**src/rtl/pool1_pkg.sv**
```systemverilog
// pool1_pkg: shared constants and types for the pool1 max-pooling stage.
//   DATA_W / ADDR_W      : sample and index widths
//   POOL_INPUT_SIZE      : conv1 samples per filter (even)
//   POOL_OUTPUT_SIZE     : pooled samples per filter
//   POOL_FILTER          : number of filters
//   state_e              : pooling FSM encoding
package pool1_pkg;
  localparam int DATA_W           = 16;
  localparam int ADDR_W           = 5;
  localparam int POOL_INPUT_SIZE  = 22;
  localparam int POOL_OUTPUT_SIZE = 11;
  localparam int POOL_FILTER      = 20;

  typedef logic signed [DATA_W-1:0] sample_t;
  typedef logic [ADDR_W-1:0]        idx_t;

  typedef enum logic [1:0] {S_IDLE, S_RUN, S_DRAIN, S_DONE} state_e;
endpackage

```
**src/rtl/pool1_if.sv**
```systemverilog
// pool1_if: conv1 read port + pool1 write port + control of the pool1 stage.
//   start                     : level run enable (master -> slave)
//   input_filter/input_addra  : conv1 read address (slave -> master)
//   idata                     : conv1 read data, 1 cycle after address
//   output_filter/output_addra/odata/owe : pooled write
//   done                      : sticky completion flag
interface pool1_if;
  import pool1_pkg::*;

  logic    start;
  idx_t    input_filter;
  idx_t    input_addra;
  sample_t idata;
  idx_t    output_filter;
  idx_t    output_addra;
  sample_t odata;
  logic    owe;
  logic    done;

  modport slave (
    input  start, idata,
    output input_filter, input_addra, output_filter, output_addra, odata, owe, done
  );

  modport master (
    output start, idata,
    input  input_filter, input_addra, output_filter, output_addra, odata, owe, done
  );
endinterface

```
**src/rtl/pool1_max_unit.sv**
```systemverilog
// pool1_max_unit: pairs returning conv1 samples and emits the registered max.
//   Optional macro POOL1_RELU_EN clamps negative results to zero.
//   rd_vld_i    : idata_i carries a valid read this cycle
//   rd_pos_i    : position of that read (bit 0 selects hold vs compare)
//   rd_filt_i   : filter of that read
//   idata_i     : conv1 read data
//   odata_o/owe_o/oaddr_o/ofilt_o : registered pooled write
module pool1_max_unit
  import pool1_pkg::*;
(
  input  logic    clk,
  input  logic    rst,
  input  logic    rd_vld_i,
  input  idx_t    rd_pos_i,
  input  idx_t    rd_filt_i,
  input  sample_t idata_i,
  output sample_t odata_o,
  output logic    owe_o,
  output idx_t    oaddr_o,
  output idx_t    ofilt_o
);
  sample_t hold_q;
  sample_t odata_q;
  logic    owe_q;
  idx_t    oaddr_q, ofilt_q;
  sample_t max_d, res_d;

  // Strict greater-than so a tie keeps the even (held) sample.
  always_comb begin
    max_d = (idata_i > hold_q) ? idata_i : hold_q;
`ifdef POOL1_RELU_EN
    res_d = (max_d < 0) ? '0 : max_d;
`else
    res_d = max_d;
`endif
  end

  always_ff @(posedge clk or posedge rst) begin
    if (rst) begin
      hold_q  <= '0;
      odata_q <= '0;
      owe_q   <= 1'b0;
      oaddr_q <= '0;
      ofilt_q <= '0;
    end else begin
      owe_q <= 1'b0;
      if (rd_vld_i) begin
        if (!rd_pos_i[0]) begin
          hold_q <= idata_i;
        end else begin
          odata_q <= res_d;
          owe_q   <= 1'b1;
          oaddr_q <= rd_pos_i >> 1;
          ofilt_q <= rd_filt_i;
        end
      end
    end
  end

  assign odata_o = odata_q;
  assign owe_o   = owe_q;
  assign oaddr_o = oaddr_q;
  assign ofilt_o = ofilt_q;
endmodule

```
**src/rtl/pool1_top.sv**
```systemverilog
// pool1_top: max-pool (kernel 2, stride 2) of conv1 results into pool1 memory.
//   Optional macro POOL1_RELU_EN (see pool1_max_unit) applies ReLU.
//   clk : rising-edge clock
//   rst : asynchronous active-high reset
//   bus : pool1_if.slave (start, conv1 read port, pool1 write port, done)
// Reads are issued one per cycle while start is high, filter-major. The read
// address is registered, so a read issued this cycle returns next cycle; the
// issue flag and address travel alongside it to tag the returning data.
module pool1_top
  import pool1_pkg::*;
(
  input  logic    clk,
  input  logic    rst,
  pool1_if.slave  bus
);
  localparam idx_t LAST_POS  = idx_t'(POOL_INPUT_SIZE - 1);
  localparam idx_t LAST_FILT = idx_t'(POOL_FILTER - 1);

  state_e state_q;
  idx_t   filt_q, pos_q;
  logic   rd_vld_q;
  idx_t   rd_pos_q, rd_filt_q;
  logic   done_q;
  logic   issue;

  assign issue = (state_q == S_RUN) && bus.start;

  always_ff @(posedge clk or posedge rst) begin
    if (rst) begin
      state_q   <= S_IDLE;
      filt_q    <= '0;
      pos_q     <= '0;
      rd_vld_q  <= 1'b0;
      rd_pos_q  <= '0;
      rd_filt_q <= '0;
      done_q    <= 1'b0;
    end else begin
      rd_vld_q <= issue;
      if (issue) begin
        rd_pos_q  <= pos_q;
        rd_filt_q <= filt_q;
      end
      case (state_q)
        S_IDLE: if (bus.start) state_q <= S_RUN;
        S_RUN: begin
          if (bus.start) begin
            // Address stays on the final sample after the last issue.
            if (filt_q == LAST_FILT && pos_q == LAST_POS) begin
              state_q <= S_DRAIN;
            end else if (pos_q == LAST_POS) begin
              pos_q  <= '0;
              filt_q <= filt_q + 1'b1;
            end else begin
              pos_q <= pos_q + 1'b1;
            end
          end
        end
        // Last read returns here; its write registers together with done.
        S_DRAIN: begin
          state_q <= S_DONE;
          done_q  <= 1'b1;
        end
        S_DONE:  ;
        default: state_q <= S_IDLE;
      endcase
    end
  end

  pool1_max_unit u_max (
    .clk       (clk),
    .rst       (rst),
    .rd_vld_i  (rd_vld_q),
    .rd_pos_i  (rd_pos_q),
    .rd_filt_i (rd_filt_q),
    .idata_i   (bus.idata),
    .odata_o   (bus.odata),
    .owe_o     (bus.owe),
    .oaddr_o   (bus.output_addra),
    .ofilt_o   (bus.output_filter)
  );

  assign bus.input_filter = filt_q;
  assign bus.input_addra  = pos_q;
  assign bus.done         = done_q;
endmodule

```
**src/flat_wrapper.sv**
```systemverilog
// flat-port wrapper written by rule: the top's interface ports become plain ports
module pool1_top_flat import pool1_pkg::*;
  (clk, rst, bus_start, bus_idata, bus_input_filter, bus_input_addra, bus_output_filter, bus_output_addra, bus_odata, bus_owe, bus_done);
  pool1_if bus_i ();
  input  logic clk;
  input  logic rst;
  input wire logic [$bits(bus_i.start)-1:0] bus_start;
  input wire logic [$bits(bus_i.idata)-1:0] bus_idata;
  output wire logic [$bits(bus_i.input_filter)-1:0] bus_input_filter;
  output wire logic [$bits(bus_i.input_addra)-1:0] bus_input_addra;
  output wire logic [$bits(bus_i.output_filter)-1:0] bus_output_filter;
  output wire logic [$bits(bus_i.output_addra)-1:0] bus_output_addra;
  output wire logic [$bits(bus_i.odata)-1:0] bus_odata;
  output wire logic [$bits(bus_i.owe)-1:0] bus_owe;
  output wire logic [$bits(bus_i.done)-1:0] bus_done;
  assign bus_i.start = bus_start;
  assign bus_i.idata = bus_idata;
  assign bus_input_filter = bus_i.input_filter;
  assign bus_input_addra = bus_i.input_addra;
  assign bus_output_filter = bus_i.output_filter;
  assign bus_output_addra = bus_i.output_addra;
  assign bus_odata = bus_i.odata;
  assign bus_owe = bus_i.owe;
  assign bus_done = bus_i.done;
  pool1_top u_core (.clk(clk), .rst(rst), .bus(bus_i));
endmodule
```
**config.mk**
```make
export PLATFORM = sky130hd
export DESIGN_NAME = pool1_top_flat
export DESIGN_NICKNAME = d
export VERILOG_FILES = /design/src/rtl/pool1_pkg.sv /design/src/rtl/pool1_if.sv /design/src/rtl/pool1_max_unit.sv /design/src/rtl/pool1_top.sv /design/src/flat_wrapper.sv
export SDC_FILE = /design/constraint.sdc
export NUM_CORES = 1
export LEC_CHECK = 0
export BUFFER_PORTS_ARGS = -buffer_cell sky130_fd_sc_hd__buf_2
export CORE_MARGIN = 2
export CORE_UTILIZATION = 30
export CTS_BUF_LIST = sky130_fd_sc_hd__clkbuf_16
export CTS_CLUSTER_DIAMETER = 40
export DETAILED_ROUTE_END_ITERATION = 10
export GPL_ROUTABILITY_DRIVEN = 1
export PLACE_DENSITY = 0.57
export SLEW_MARGIN = 20
export SYNTH_ARGS = -nofsm -noshare
export SYNTH_HDL_FRONTEND = slang
export SYNTH_SLANG_ARGS = --single-unit
```
**constraint.sdc**
```tcl
create_clock -name clk -period 3.57 [get_ports clk]
set_input_delay 0.5355 -clock clk [delete_from_list [all_inputs] [get_ports clk]]
set_output_delay 0.5355 -clock clk [all_outputs]
set_load 0.05 [all_outputs]
```
### Word level (Yosys, flattened, before mapping)

Index checks and enable logic that the tools add are counted.

* order comparisons: 1
* add/subtract/negate cells: 2
* eq/ne operators: 7
* mux-type cells: 8
* bitwise gates (word level): 2
* reduce and logical (&&, ||, !) cells: 9

Operators with widths (number)
* 16-bit > comparator: 1
* 16-bit two-way mux: 1
* 5-bit by 1-bit adder with 5-bit output, second input constant: 2
* 5-bit == test, second input constant: 2
* 4-bit AND reduction: 2
* 2-bit two-way mux: 3
* 2-bit != test, second input constant: 3
* 2-bit case mux with 3 select lines: 1
* 5-bit two-way mux: 1
* 2-bit AND reduction: 2
* 3-bit AND reduction: 1
* 3-bit nonzero test: 1
* 2-bit by 1-bit == test with 1-bit output, second input constant: 1
* 2-bit == test, second input constant: 1
* 1-bit logical AND: 2
* 2-bit logical NOT: 1
* 1-bit two-way mux: 2
* 1-bit NOT: 2

* register bits after elaboration: 66
* word-level logic and storage cells: 41

### Longest topological paths before layout

* depth in word-level cells: 5
* mapped depth: 9
* mapped depth without buffers: 8

### Modules after synthesis

A second synthesis with hierarchy kept.

* cell total of the unflattened synthesis: 277
* area, all modules: 3203.1 sq um

Modules (own cells, without submodules)
* pool1_max_unit: area an instance 2097.0 sq um, times used 1, sequential area each 1051.0 sq um, cells an instance 185
* pool1_top: area an instance 1106.1 sq um, times used 1, sequential area each 600.6 sq um, cells an instance 92

### Worst setup path before layout

OpenSTA, ideal clock, no wires.

* path kind: input port to flip-flop
* start point: in bus_idata[13]
* end point: reg u_core.u_max.odata_q[0], in the netlist u_core.u_max.odata_o[0]
* arrival time: 2168 ps
* path slack: 1279 ps
* buffers on the path: 1
* stages on the path: 8
* library setup time: 123 ps
* cells stage by stage: ha_1 > a21oi_1 > o21ai_1 > a221oi_2 > mux2_2 > buf_6 > o21ai_1 > a21oi_2

* word-level cells in the longest chain between the ends: 2

RTL lines
* from (decl): RTL line flat_wrapper.sv:8 `input wire logic [$bits(bus_i.idata)-1:0] bus_idata;`
* 16-bit > comparator: RTL line pool1_max_unit.sv:30 `max_d = (idata_i > hold_q) ? idata_i : hold_q;`
* 16-bit two-way mux: RTL line pool1_max_unit.sv:30
* to (signal assigned): RTL line pool1_max_unit.sv:51 `odata_q <= res_d;`
* to (decl): RTL line pool1_max_unit.sv:23 `sample_t odata_q;`

Every way passes these cells.
A chain may end at the register's enable or synchronous reset.

### Final worst setup path

* start point: reg u_core.u_max.hold_q[11]
* end point: reg u_core.u_max.odata_q[11], in the netlist u_core.u_max.odata_o[11]

* word-level cells in the longest chain between the ends: 2

RTL lines
* from (decl): RTL line pool1_max_unit.sv:22 `sample_t hold_q;`
* from (signal assigned): RTL line pool1_max_unit.sv:49 `hold_q <= idata_i;`
* 16-bit > comparator: RTL line pool1_max_unit.sv:30
* 16-bit two-way mux *: RTL line pool1_max_unit.sv:30

Every way passes the cells marked *; elsewhere a longest branch is shown, timed or not.

==> out/metrics.yaml <==
status: "completed"
tns_ps: 0
internal_power_mw: 1.31
wl_um: 7530
post_drt_wl_per_cell_um: 14.2
synthToLayoutAreaGrowth_pct: 21.2
switchingPower_uw: 389
tritoncts: "built"
worstSetupPathType: "flip-flop to flip-flop"
nNetsFinal: 428
routabilityCongestion: 0.833
tightest_slew_ps: 887
p_comb_share_pct: 7.0
cts_sinks: 66
synth-edff-count: 0
synth_flop_cell: "dfrtp_1"
fin_crit_sh_pct: 70.6
io_pins: 57
diodes: 0
yosys.area.top_type: "dfrtp_1"
rsz0062_at_grt: "false"
slowest_stage: "nand3_1"
rr_worst_depth: 7
initial_core_util_pct: 30.4
slowest_delay_ps: 600
syn_area_um2: 3260
die_y_um: 108
ys_ff_latch: 66
place_hpwl_um: 5230
clk_pin_slew_ps: 50
post_cts_resized: 0
critPathCaptureType: "flip-flop"
maxSlewHeadroom_pct: 40.5
reg2reg_from: "u_core.u_max.hold_q[11]"
dr_total_vias: 2568
clock_path_buffers: 2
crit_chain: "inv_1, ha_1, nand4_1, nor4_4, nand3_1, a31oi_1, a21oi_1"
drive_gt1_share_pct: 25.9
finalCriticalPeriod_ps: 2520
syn_nets: 371
grt_max_degree: 38
async_reset_ff_share_pct: 100
std_cell_rows: 38
p_leak_nw: 2.04
core_um2: 10700
die_area_um2: 11700
postSynthAreaPerCell_um2: 9.91
yosysSeqAreaShare_pct: 50.6
hold_path_class: "primary input to async pin"
drt-vias-per-instance: 4.85
post_cts_buffers: 0
die_x_um: 108
seqCellArea_um2: 1650
layout_common_cells: "66 x dfrtp_1, 56 x nand2_1, 55 x buf_2"
dr.pass1.iters: 6
critPathRequiredTime_ps: 3770
grt_use_total_pct: 14.2
antenna_found_initial: 0
grt_pass1_vias: 2618
insertion_delay_ps: 320
drt_iter0_markers: 84
switching_share_pct: 22.8
final-setup-viol-count: 0
grt_pass1_wl_um: 12800
portBuffers: 55
multi_input_comb_area_um2: 1440
setup.worst_path.start: "u_core.u_max.hold_q[11]"
htreeDepth: 3
ir_drop_v: 0.000204
yosysWarnings: 0
synth_top_area_share_pct: 50.6
n_fill_cell: 1120
finClkSkew_ps: 6.65
drc: 0
arrival_ps: 2730
power_density_nw_per_um2: 431
synth_area_leaders: "dfrtp_1 51%, ha_1 8.8%, nand2_1 6.4%"
final_common_cell: "dfrtp_1"
drv_cap: 0
clockRootBuffer: "clkbuf_16"
synthCells: 329
start_kind: "flip-flop"
hold_violations: 0
drv_slew: 0
max_freq_mhz: 397
fin_util_pct: 36.8
cts-hold-fix-buffers: 0
pwr-share-seq_pct: 44.7
overflow: 0
ys_types: 41
power_frac_clock_pct: 48.3
ant_nets: 0
critical_path.max_fanout: 16
numCtsBuffers: 9
layer usage:
layer,GRT usage [%],share of wire (%),vias up
met3,3.68,4.5,10
met1,17.7,45,1258
met5,0,0,-
met2,24.1,49,57
li1,-,-,1243
met4,4.76,1.4,0
critical path, delay by kind of cell (launching register included):
kind	cells	cell delay, ps
AOI/OAI and AO/OA	2	520
adders and majority gates	1	310
buffers and inverters	1	60
DFF	1	350
and+or+nand+nor	3	1160
cells by family after synthesis:
kind of cell	synth area share, %
flops	50.6
simple gates	13.1
mux	5.18
compound gates	15.9
fa+ha+maj	8.82
xor+xnor	1.07
other cells	0.115
buf+inv	5.22
metrics by stage:
stage	total power, mW	worst slack [ps]	hold slack (ps)	cells	instance area [um2]
after detailed placement	0.896	796	447	515	3680
after global routing	1.78	897	464	530	3950
after CTS	1.73	1050	407	530	3950
after floorplan	0.857	1280	433	329	3260
after global placement	0.895	884	446	515	3680
final	1.70	1050	378	530	3950
final cells by class:
class,count,area share [%]
multi-input cells,224,36.5
clock buffers,9,5.70
well taps,140,4.43
inverters,25,2.37
repair buffers,60,7.91
flip-flops and latches,66,41.8
clock inverters,6,1.30
worst paths after layout:
kind / to / slack (ps)
max: u_core.u_max.odata_o[11] / 1050
min: u_core.u_max.ofilt_o[4] / 380
min in group clk: u_core.u_max.hold_q[8] / 450
min reg2reg: u_core.bus.done / 460
max in group asynchronous: u_core.u_max.odata_o[15] / 2470
max reg2reg: u_core.u_max.odata_o[11] / 1050
power groups by stage:
stage / logic [mW] / registers [mW] / clock network, mW
4_1_cts: 0.121 / 0.762 / 0.850
2_1_floorplan: 0.0486 / 0.809 / 0
6_report: 0.119 / 0.762 / 0.823
3_3_place_gp: 0.119 / 0.775 / 0
3_5_place_dp: 0.120 / 0.776 / 0
5_1_grt: 0.131 / 0.763 / 0.886
state kept, by name, summed over array words and instances, names as in the netlist:
name / count
u_core.u_max.odata_o: 16
u_core.u_max.ofilt_o: 5
u_core.u_max.owe_o: 1
u_core.rd_vld_q: 1
u_core.rd_pos_q: 5
u_core.u_max.oaddr_o: 4
u_core.u_max.hold_q: 16
u_core.rd_filt_q: 5
u_core.bus.done: 1
u_core.bus.input_addra: 5
u_core.bus.input_filter: 5
u_core.state_q: 2
synth_stat cells, types with 2 or more instances:
cell,number
and2_1,2
buf_6,2
ha_1,23
nand2_1,56
buf_2,4
clkbuf_1,6
mux2i_1,2
dfrtp_1,66
nand4_1,5
o21ai_0,21
xnor2_1,3
inv_1,24
a31oi_1,16
nand3_1,3
o21ai_1,17
o22ai_1,2
nor2_1,21
a21oi_2,10
mux2_2,12
a21oi_1,13
No activity file was read; power rests on OpenSTA's default activity.
